`src/rtl/nexys_starship_room_repair.sv`:
```
// Per-room repair controller: tracks hit/broken/repair state for one starship room.
// Latency: all outputs registered; pulses appear one cycle after the causing input.
// Optional macro ROOM_REPAIR_SCORE_EN enables the saturating repair_count score counter.
module nexys_starship_room_repair #(
  parameter int unsigned  TIMEOUT_CYCLES = 500_000_000,
  parameter int unsigned  MAX_WRONG      = 3,
  parameter logic [7:0]   LFSR_SEED      = 8'hA5
) (
  input  logic       Clk,
  input  logic       Reset,
  input  logic       play_flag,
  input  logic       game_over,
  input  logic       hit,
  input  logic       combo_valid,
  input  logic [3:0] combo_in,
  output logic       q_Init,
  output logic       q_Working,
  output logic       q_Repair,
  output logic       broken,
  output logic [3:0] repair_combo,
  output logic [3:0] wrong_cnt,
  output logic       repair_done,
  output logic       room_lost,
  output logic [7:0] repair_count
);

  // One-hot encoding so the state outputs come straight from flop bits.
  typedef enum logic [2:0] {
    ST_INIT    = 3'b001,
    ST_WORKING = 3'b010,
    ST_REPAIR  = 3'b100
  } state_e;

  localparam logic [28:0] TIMER_LAST  = 29'(TIMEOUT_CYCLES - 1);
  localparam logic [4:0]  MAX_WRONG_W = 5'(MAX_WRONG);

  state_e      state_q;
  logic [7:0]  lfsr_q, lfsr_d;
  logic [28:0] timer_q;
  logic [3:0]  repair_combo_q;
  logic [3:0]  wrong_cnt_q;
  logic        broken_q;
  logic        repair_done_q;
  logic        room_lost_q;

  logic [3:0]  new_combo;
  logic [4:0]  wrong_inc;
  logic        combo_match;
  logic        timer_expired;
  logic        repair_win;

  // Fibonacci LFSR x^8+x^6+x^5+x^4+1; a nonzero seed keeps it off the all-zero lockup state.
  assign lfsr_d = {lfsr_q[6:0], lfsr_q[7] ^ lfsr_q[5] ^ lfsr_q[4] ^ lfsr_q[3]};

  // A zero combo would match the switches' idle value, so substitute 1.
  assign new_combo     = (lfsr_q[3:0] == 4'h0) ? 4'h1 : lfsr_q[3:0];
  assign wrong_inc     = {1'b0, wrong_cnt_q} + 5'd1;
  assign combo_match   = (combo_in == repair_combo_q);
  assign timer_expired = (timer_q == TIMER_LAST);
  assign repair_win    = (state_q == ST_REPAIR) && !game_over && combo_valid && combo_match;

  // Free-running combo generator.
  always_ff @(posedge Clk or negedge Reset) begin
    if (!Reset) lfsr_q <= LFSR_SEED;
    else        lfsr_q <= lfsr_d;
  end

  // Room FSM with registered outputs; combo evaluation outranks the repair timeout.
  always_ff @(posedge Clk or negedge Reset) begin
    if (!Reset) begin
      state_q        <= ST_INIT;
      timer_q        <= '0;
      repair_combo_q <= '0;
      wrong_cnt_q    <= '0;
      broken_q       <= 1'b0;
      repair_done_q  <= 1'b0;
      room_lost_q    <= 1'b0;
    end else begin
      repair_done_q <= 1'b0;
      room_lost_q   <= 1'b0;
      case (state_q)
        ST_INIT: begin
          if (play_flag) state_q <= ST_WORKING;
        end
        ST_WORKING: begin
          if (game_over) begin
            state_q <= ST_INIT;
          end else if (hit) begin
            state_q        <= ST_REPAIR;
            repair_combo_q <= new_combo;
            timer_q        <= '0;
            wrong_cnt_q    <= '0;
            broken_q       <= 1'b1;
          end
        end
        ST_REPAIR: begin
          if (game_over) begin
            state_q     <= ST_INIT;
            broken_q    <= 1'b0;
            wrong_cnt_q <= '0;
            timer_q     <= '0;
          end else if (combo_valid && combo_match) begin
            state_q       <= ST_WORKING;
            broken_q      <= 1'b0;
            repair_done_q <= 1'b1;
            wrong_cnt_q   <= '0;
          end else if (combo_valid) begin
            if (wrong_inc < MAX_WRONG_W) begin
              wrong_cnt_q <= wrong_inc[3:0];
              timer_q     <= timer_q + 29'd1;
            end else begin
              // Too many wrong guesses: room lost, fresh window with a new combo.
              room_lost_q    <= 1'b1;
              repair_combo_q <= new_combo;
              timer_q        <= '0;
              wrong_cnt_q    <= '0;
            end
          end else if (timer_expired) begin
            room_lost_q    <= 1'b1;
            repair_combo_q <= new_combo;
            timer_q        <= '0;
            wrong_cnt_q    <= '0;
          end else begin
            timer_q <= timer_q + 29'd1;
          end
        end
        default: state_q <= ST_INIT;
      endcase
    end
  end

`ifdef ROOM_REPAIR_SCORE_EN
  logic [7:0] repair_count_q;

  // Saturating score of successful repairs; only reset clears it.
  always_ff @(posedge Clk or negedge Reset) begin
    if (!Reset)                                   repair_count_q <= '0;
    else if (repair_win && repair_count_q != 8'hFF) repair_count_q <= repair_count_q + 8'd1;
  end

  assign repair_count = repair_count_q;
`else
  assign repair_count = 8'h00;
`endif

  assign q_Init       = state_q[0];
  assign q_Working    = state_q[1];
  assign q_Repair     = state_q[2];
  assign broken       = broken_q;
  assign repair_combo = repair_combo_q;
  assign wrong_cnt    = wrong_cnt_q;
  assign repair_done  = repair_done_q;
  assign room_lost    = room_lost_q;

endmodule

```
`config.mk`:
```
export PLATFORM = sky130hd
export DESIGN_NAME = nexys_starship_room_repair
export DESIGN_NICKNAME = d
export VERILOG_FILES = /design/src/rtl/nexys_starship_room_repair.sv
export SDC_FILE = /design/constraint.sdc
export NUM_CORES = 1
export LEC_CHECK = 0
export BUFFER_PORTS_ARGS = -buffer_cell sky130_fd_sc_hd__buf_2
export CORE_MARGIN = 5
export CORE_UTILIZATION = 62
export CTS_CLUSTER_SIZE = 12
export DETAILED_ROUTE_END_ITERATION = 7
export GPL_ROUTABILITY_DRIVEN = 1
export PLACE_DENSITY = 0.84
export SLEW_MARGIN = 20
export SYNTH_ARGS = -nofsm -noshare
export SYNTH_HDL_FRONTEND = slang
export SYNTH_SLANG_ARGS = --single-unit
```
`constraint.sdc`:
```
create_clock -name Clk -period 6.15 [get_ports Clk]
set_input_delay 0.3075 -clock Clk [delete_from_list [all_inputs] [get_ports Clk]]
set_output_delay 0.3075 -clock Clk [all_outputs]
set_load 0.05 [all_outputs]
```
==> results of run 1 <==
## layer usage
metal / vias up / global-route usage / share of wire
met5: - / 0 / 0
met4: 0 / 0.0893 / 0.024
met3: 14 / 0.0462 / 0.041
met2: 42 / 0.371 / 0.51
met1: 1021 / 0.259 / 0.43
li1: 1023 / - / -
## through the flow
step | worst slack, ps | power [uW]
5_1_grt | 3510 | 706
3_5_place_dp | 3640 | 453
4_1_cts | 3610 | 684
3_3_place_gp | 3700 | 451
2_1_floorplan | 3800 | 431
6_report | 3620 | 679
## cell type report
cell class / count / area (um^2) / share of cell area
timing repair buffer: 24 / 125 / 0.0433
clock buffer: 5 / 68.8 / 0.0238
multi-input combinational: 206 / 1260 / 0.435
tap: 50 / 62.6 / 0.0216
clock inverter: 3 / 43.8 / 0.0151
sequential: 51 / 1280 / 0.443
inverter: 14 / 52.6 / 0.0182
## sequential cells by signal, summed over array words and instances (netlist names)
name and cells:
broken 1, state_q 3, repair_combo 4, wrong_cnt 4, lfsr_q 8, timer_q 29, repair_done 1, room_lost 1
## power by group through the flow
stage | Sequential (uW) | Clock [uW] | Combinational (uW)
3_5_place_dp | 364 | 0 | 89.5
2_1_floorplan | 392 | 0 | 39.3
3_3_place_gp | 362 | 0 | 88.4
5_1_grt | 359 | 251 | 96.0
4_1_cts | 357 | 237 | 89.7
6_report | 357 | 232 | 89.3
## Yosys cell counts, types with 2 or more instances
master	n
nor2_1	17
dfstp_2	5
nand4_1	5
xor2_1	2
o31ai_1	6
ha_1	2
nor4_1	5
nand4bb_1	2
o311ai_0	3
inv_1	14
nor2b_1	2
nand2_1	32
mux2i_1	2
nand3_1	25
xnor2_1	9
buf_4	8
nor4b_1	2
buf_2	4
clkbuf_1	4
a211oi_1	2
or3_1	14
o21ai_1	3
o21ai_0	14
dfrtp_1	46
mux2_2	4
a21oi_1	13
and2_1	7
a31oi_1	4
## kinds of logic after synthesis
group / Yosys count / synth area share
AND/OR/NAND/NOR: 127 / 0.268
AO/OA/AOI/OAI: 52 / 0.121
flip-flops: 51 / 0.484
buffers and inverters: 30 / 0.0557
XOR/XNOR: 11 / 0.0364
multiplexers: 6 / 0.0246
adder cells (fa/ha/maj): 2 / 0.00944
other: 1 / 0.00142
## worst paths after layout
check	to	slack, ps
max	timer_q[27]	3620
min	wrong_cnt[3]	3
max reg2reg	timer_q[27]	3620
min reg2reg	lfsr_q[7]	370
max in group asynchronous	timer_q[2]	5730
min in group Clk	state_q[1]	330
==> impl_metrics.json, run 1 <==
{
  "placed_cells": 345,
  "wire_per_inst_um": 15.4,
  "drt-initial-drc-count": 176,
  "num_vias": 2100,
  "grt_pass1_wl_mm": 9.23,
  "cts_root_buf": "clkbuf_8",
  "maxCapViolCount": 0,
  "whs_ps": 2.58,
  "cp.arrival_ps": 2760,
  "p_int_uw": 488,
  "period_needed_ps": 2530,
  "synth_top_cell_area_share": 0.434,
  "post-cts-setup-buffers": 0,
  "clockBufferDepth": 2,
  "grt_pass1_vias": 2083,
  "hp-class": "in -> async",
  "critPathRequiredTime_ps": 6390,
  "min_period_over_period": 0.411,
  "drive_gt1_frac": 0.172,
  "start_util": 0.653,
  "synth.distinct_cells": 52,
  "die_h_um": 75.4,
  "max_slew_margin": 0.502,
  "io-pin-count": 32,
  "fmaxAchievable_mhz": 396,
  "rows": 23,
  "grtUsageTotal": 0.214,
  "netlist_top_cells_area": "dfrtp_1 43%, dfstp_2 5.0%, nand3_1 4.7%",
  "async_flop_share": 1.00,
  "syn_inst": 280,
  "leakage_uw": 0.00126,
  "worst_slew_pin_slew_ps": 745,
  "synthFlopType": "dfrtp_1",
  "grt_setup_unrepaired": "false",
  "yosys.area.top_type": "dfrtp_1",
  "cp_max_fo": 24,
  "port_buffers": 23,
  "clkPwrFrac": 0.342,
  "crit_type": "reg -> reg",
  "cts_tree": "built",
  "slew_violations": 0,
  "crit_start": "timer_q[0]",
  "dp.final_hpwl_mm": 3.83,
  "synth_seq_cells": 51,
  "ff2ff_path_depth": 7,
  "ctsResizeCount": 0,
  "power_switching_uw": 191,
  "globalplace.congestion": 0.809,
  "holdBufCountCts": 0,
  "critPathBufInv": 0,
  "syn_avg_cell_area_um2": 9.46,
  "cts_buffers": 5,
  "final_common_cell": "dfrtp_1",
  "finalWirelength_mm": 5.45,
  "grt_overflow": 0,
  "htreeDepth": 2,
  "clk_latency_ps": 310,
  "yosys_warnings": 0,
  "final.setup.tns_ps": 0,
  "crit_family": "simple AND/OR/NAND/NOR gates",
  "critPathLaunchType": "flop",
  "antenna_found_initial": 0,
  "cp_slowest_stage_delay_ps": 590,
  "cp.depth": 7,
  "core_um2": 4060,
  "netlist_area_um2": 2650,
  "mostFrequentLayoutCells": "46 x dfrtp_1, 32 x nand2_1, 25 x nand3_1, 22 x buf_2, 17 x nor2_1",
  "slowest_stage": "or4_1",
  "comb_power_share": 0.132,
  "clk_pin_slew_worst_paths_ps": 90,
  "fin_util": 0.713,
  "die_area_um2": 5680,
  "fin_area_um2": 2890,
  "viasPerCell": 5.95,
  "ant_nets": 0,
  "antennaDiodeCount": 0,
  "fillCellCount": 306,
  "r2r-start": "timer_q[0]",
  "cellPowerDensity_nw_per_um2": 235,
  "critPathCaptureType": "flop",
  "hold_viol": 0,
  "first_pass_iters": 4,
  "switching_share": 0.281,
  "run_status": "finished, final reports clean",
  "setup_viol_count_final": 0,
  "finalClockSkew_ps": 11.3,
  "seqPwrFrac": 0.526,
  "irDropWorstVdd_v": 0.000169,
  "seq_area_frac_synth": 0.484,
  "grt_max_degree": 52,
  "drc": 0,
  "synth-edff-count": 0,
  "area_growth_pct": 9.16,
  "die_w_um": 75.4,
  "dpl-instance-area_um2": 2770,
  "layout.nets": 314,
  "numClockSinks": 51,
  "critical_path.cell_chain": "ha_1 > and4_4 > and2_4 > a41o_1 > a21o_1 > or4_1 > mux2i_1",
  "final_cell_count_no_fill": 353
}
Note: power is estimated with default switching activity, not from simulation.
==> run 2, diff against run 1 <==
CORE_UTILIZATION = 58   (was 62)
PLACE_DENSITY = 0.8   (was 0.84)
clock period = 2.5 ns   (was 6.15 ns; I/O delays follow)
==> run 2 against run 1 <==
Compared with the run above:
- count of clock-buffer cells in the layout unchanged
- combinational power rose to 2.6 times the previous value
- utilization fell by 3.2 points
- sequential cell count is the same
- critical path type unchanged
- hold slack improved by 140 ps
- fmax rose by 12%
==> impl_metrics.json, run 2 (synthesis gave the netlist of run 1 again) <==
{
  "start_util": 0.604,
  "numClockSinks": 51,
  "cts_root_buf": "clkbuf_8",
  "setup_viol_count_final": 0,
  "finalWirelength_mm": 5.67,
  "grt_setup_unrepaired": "false",
  "largest_register_ffs": 29,
  "die_w_um": 77.6,
  "irDropWorstVdd_v": 0.000553,
  "run_status": "finished, final reports clean",
  "final_common_cell": "dfrtp_1",
  "slew_violations": 0,
  "clk_pin_slew_worst_paths_ps": 90,
  "fmaxAchievable_mhz": 442,
  "finalClockSkew_ps": 7.84,
  "period_needed_ps": 2260,
  "crit_type": "reg -> reg",
  "critical_path.cell_chain": "ha_1 > and4_4 > and2_4 > a41o_1 > a21o_1 > or4_1 > mux2i_1",
  "cp.arrival_ps": 2500,
  "num_vias": 2181,
  "grtUsageTotal": 0.200,
  "leakage_uw": 0.00131,
  "drive_gt1_frac": 0.205,
  "critPathBufInv": 0,
  "worst_slew_pin_slew_ps": 645,
  "htreeDepth": 2,
  "critPathRequiredTime_ps": 2740,
  "maxCapViolCount": 0,
  "max_slew_margin": 0.570,
  "critPathLaunchType": "flop",
  "ant_nets": 0,
  "hp-class": "in -> reg",
  "die_h_um": 77.6,
  "crit_family": "simple AND/OR/NAND/NOR gates",
  "clk_latency_ps": 310,
  "hold_viol": 0,
  "drt-initial-drc-count": 153,
  "port_buffers": 23,
  "layout.nets": 328,
  "final.setup.tns_ps": 0,
  "core_um2": 4380,
  "fin_util": 0.681,
  "worstHoldPathCells": 3,
  "critPathCaptureType": "flop",
  "grt_overflow": 0,
  "first_pass_iters": 4,
  "antenna_found_initial": 0,
  "grt_pass1_vias": 2135,
  "cts_buffers": 5,
  "cts_tree": "built",
  "cp.depth": 7,
  "viasPerCell": 5.91,
  "min_period_over_period": 0.904,
  "die_area_um2": 6020,
  "ff2ff_path_depth": 7,
  "io-pin-count": 32,
  "clockBufferDepth": 2,
  "slowest_stage": "or4_1",
  "antennaDiodeCount": 0,
  "cellPowerDensity_nw_per_um2": 536,
  "grt_max_degree": 31,
  "grt_pass1_wl_mm": 9.83,
  "largest-register": "timer_q",
  "ctsResizeCount": 0,
  "drc": 0,
  "cp_max_fo": 6,
  "rows": 24,
  "mostFrequentLayoutCells": "46 x dfrtp_1, 32 x nand2_1, 25 x nand3_1, 23 x buf_2, 17 x nor2_1",
  "cp_slowest_stage_delay_ps": 520,
  "reg.largest.list": "timer_q x29, lfsr_q x8",
  "dp.final_hpwl_mm": 4.25,
  "area_growth_pct": 12.7,
  "wire_per_inst_um": 15.4,
  "globalplace.congestion": 0.816
}
run 2: cell count changes in the layout (fill, tap and decap cells not counted), sizes merged:
cell         before  now
dlygate4sd3       0    1
clkinvlp          0    1
bufinv            1    0
buf              24   37
run 2: final cells by class:
class	count	area [um^2]
clock buffers	5	68.8
clock inverters	3	25.0
fillers	345	1400
inverters	14	52.6
multi-input cells	206	1250
flip-flops and latches	51	1280
well taps	52	65.1
repair buffers	38	243
run 2: tightest hold or removal path, delay by kind of cell:
family | cells | cell delay, ps
AND/OR/NAND/NOR | 2 | 170
buffers and inverters | 1 | 130
run 2: stage by stage:
| stage | cell area (um^2) | instances | hold WS (ps) | power (uW) | worst slack, ps |
|---|---|---|---|---|---|
| 3_3_place_gp | 2880 | 360 | 175 | 1120 | 302 |
| 5_1_grt | 2990 | 369 | 160 | 1670 | 118 |
| 6_report | 2990 | 369 | 143 | 1600 | 239 |
| 2_1_floorplan | 2680 | 287 | -171 | 1060 | 147 |
| 4_1_cts | 2990 | 369 | 140 | 1610 | 236 |
| 3_5_place_dp | 2880 | 360 | 185 | 1130 | 251 |
run 2: what timing repair did:
action | CTS | global route
endpoints found under the hold margin | 23 | 0
setup buffers | 0 | 0
hold buffers | 1 | 0
run 2: final timing paths:
check                      slack (ps)         from      endpoint
max in group asynchronous        1520        Reset   timer_q[23]
max                               240   timer_q[0]   timer_q[27]
min reg2reg                       360    lfsr_q[6]     lfsr_q[7]
min in group asynchronous         360        Reset  wrong_cnt[1]
min                               140  combo_valid   repair_done
max reg2reg                       240   timer_q[0]   timer_q[27]
run 2: layer usage:
metal | wire (um) | vias up | GRT usage
met5 | 0 | - | 0
met4 | 106 | 0 | 0.0722
met3 | 213 | 11 | 0.0394
met2 | 2840 | 45 | 0.343
met1 | 2510 | 1072 | 0.250
li1 | - | 1053 | -
run 2: power breakdown:
part           internal [uW]  total [uW]  switching (uW)
Combinational           61.1         233             172
Sequential               852         877            25.4
Clock                    200         489             289
Total                   1110        1600             486
==> run 3, diff against run 2 <==
==> constraint.sdc (replaced) <==
create_clock -name Clk -period 2.2 [get_ports Clk]
set_input_delay 0.22 -clock Clk [delete_from_list [all_inputs] [get_ports Clk]]
set_output_delay 0.22 -clock Clk [all_outputs]
set_load 0.05 [all_outputs]
==> run 3 against run 2 <==
Compared with the run above:
- die area is the same
- largest cell class unchanged
- global-route usage shrank 0.059 points
- highest routed layer unchanged
- sequential cell count is the same
==> impl_metrics.json, run 3 (synthesis gave the netlist of run 1 again) <==
{
  "rows": 24,
  "antenna_found_initial": 0,
  "critPathRequiredTime_ps": 2400,
  "grt_pass1_vias": 2085,
  "finalClockSkew_ps": 12.3,
  "hold_viol": 0,
  "run_status": "finished, final reports clean",
  "largest-register": "timer_q",
  "num_vias": 2181,
  "pre_cts_ws_ps": 1.36,
  "io-pin-count": 32,
  "clkPwrFrac": 0.344,
  "critPathLaunchType": "flop",
  "cts_buffers": 5,
  "dpl-instance-area_um2": 2910,
  "viasPerCell": 5.85,
  "grt_overflow": 0,
  "core_um2": 4380,
  "critPathCaptureType": "flop",
  "die_h_um": 77.6,
  "irDropWorstVdd_v": 0.000446,
  "htreeDepth": 2,
  "fin_area_um2": 3090,
  "drt-initial-drc-count": 163,
  "critical_path.cell_chain": "nand4bb_1 > nor4b_2 > a41o_1 > nand2_1 > o21ai_4 > mux2_2",
  "dp.final_hpwl_mm": 3.99,
  "ant_nets": 0,
  "drc": 0,
  "cts_tree": "built",
  "die_w_um": 77.6,
  "power_switching_uw": 556,
  "grtUsageMet3": 0.0428,
  "leakage_uw": 0.00135,
  "cp_max_fo": 7,
  "use_met2": 0.326,
  "grt_pass1_wl_mm": 9.83,
  "comb_power_share": 0.144,
  "globalplace.congestion": 0.854,
  "layout_setup_ws_ps": 48.8,
  "reg.largest.list": "timer_q x29, lfsr_q x8",
  "grt_max_degree": 36,
  "crit_type": "reg -> reg",
  "setup_viol_count_final": 0,
  "clk_latency_ps": 320,
  "cp_slowest_stage_delay_ps": 450,
  "first_pass_iters": 5,
  "area_growth_pct": 16.7,
  "wire_per_inst_um": 15.1,
  "maxCapViolCount": 0,
  "period_needed_ps": 2150,
  "slew_violations": 0,
  "drive_gt1_frac": 0.234,
  "whs_ps": 235,
  "port_buffers": 23,
  "final_common_cell": "dfrtp_1",
  "layout.nets": 332,
  "grt.busiest_layer": "met2",
  "seqPwrFrac": 0.511,
  "die_area_um2": 6020,
  "fmaxAchievable_mhz": 465,
  "met1_usage": 0.266,
  "switching_share": 0.285,
  "cp.arrival_ps": 2350,
  "cts_root_buf": "clkbuf_8",
  "finalWirelength_mm": 5.62,
  "hp-class": "in -> reg",
  "clockBufferDepth": 2,
  "slowest_stage": "dfrtp_1",
  "largest_register_ffs": 29,
  "p_int_uw": 1390,
  "min_period_over_period": 0.978,
  "mostFrequentLayoutCells": "44 x dfrtp_1, 32 x nand2_1, 25 x nand3_1, 23 x buf_2, 17 x nor2_1",
  "clk_pin_slew_worst_paths_ps": 100,
  "power_uw": 1950,
  "cellPowerDensity_nw_per_um2": 631,
  "antennaDiodeCount": 0,
  "start_util": 0.604,
  "numClockSinks": 51,
  "grtUsageTotal": 0.200
}
## run 3: cell types whose count changed in the layout (fill, tap and decap cells not counted), sizes merged
| cell | before | now |
|---|---|---|
| clkinvlp | 1 | 0 |
| inv | 14 | 15 |
| bufinv | 0 | 1 |
| clkinv | 2 | 1 |
| buf | 37 | 41 |
## run 3: power by group through the flow
stage,sequential [uW],clock [uW],combinational (uW)
after floorplan,1100,0,111
after global placement,1010,0,272
after detailed placement,1010,0,275
after CTS,997,692,280
after global routing,1000,735,303
final,997,672,281
## run 3: worst paths after layout
path                        startpoint              end  slack (ps)  depth (start not counted)
min in group asynchronous        Reset     wrong_cnt[3]         370                          2
setup reg to reg           timer_q[15]  repair_combo[3]          50                          6
hold / removal                     hit       state_q[1]         230                          3
hold reg to reg              lfsr_q[6]        lfsr_q[7]         380                          0
setup / recovery           timer_q[15]  repair_combo[3]          50                          6
max in group asynchronous        Reset        lfsr_q[7]        1230                          3
## run 3: metrics by stage
| step | util | TNS (ps) | instances |
|---|---|---|---|
| after floorplan | - | 0 | 287 |
| after global routing | 0.705 | -245 | 373 |
| after detailed placement | 0.664 | 0 | 360 |
| after global placement | 0.664 | 0 | 360 |
| final | 0.705 | 0 | 373 |
| after CTS | 0.696 | 0 | 371 |
## run 3: per-layer routing
metal  part of all wire  wire length, um
met1               0.45             2540
met2               0.49             2770
met3              0.037              206
met4              0.019              105
met5                  0                0
## run 3: area by class of cell
class / instances / area (um^2)
Clock inverter: 3 / 47.5
Inverter: 14 / 52.6
Sequential cell: 51 / 1280
Fill cell: 340 / 1290
Timing Repair Buffer: 42 / 289
Tap cell: 52 / 65.1
Multi-Input combinational cell: 206 / 1280
Clock buffer: 5 / 68.8
## run 3: worst max-delay path, delay by kind of cell, from the launching register on
kind            cells  cell delay [ps]
mux                 1              360
flops               1              450
simple gates        3              690
compound gates      2              530
## run 3: repair_timing
item,4_1_cts,5_1_grt
setup buffers,2,2
pin swaps,1,1
gates resized for setup,0,5
hold buffers,1,0
gates cloned,0,0
setup endpoints to repair,4,14
hold endpoints to repair,16,0
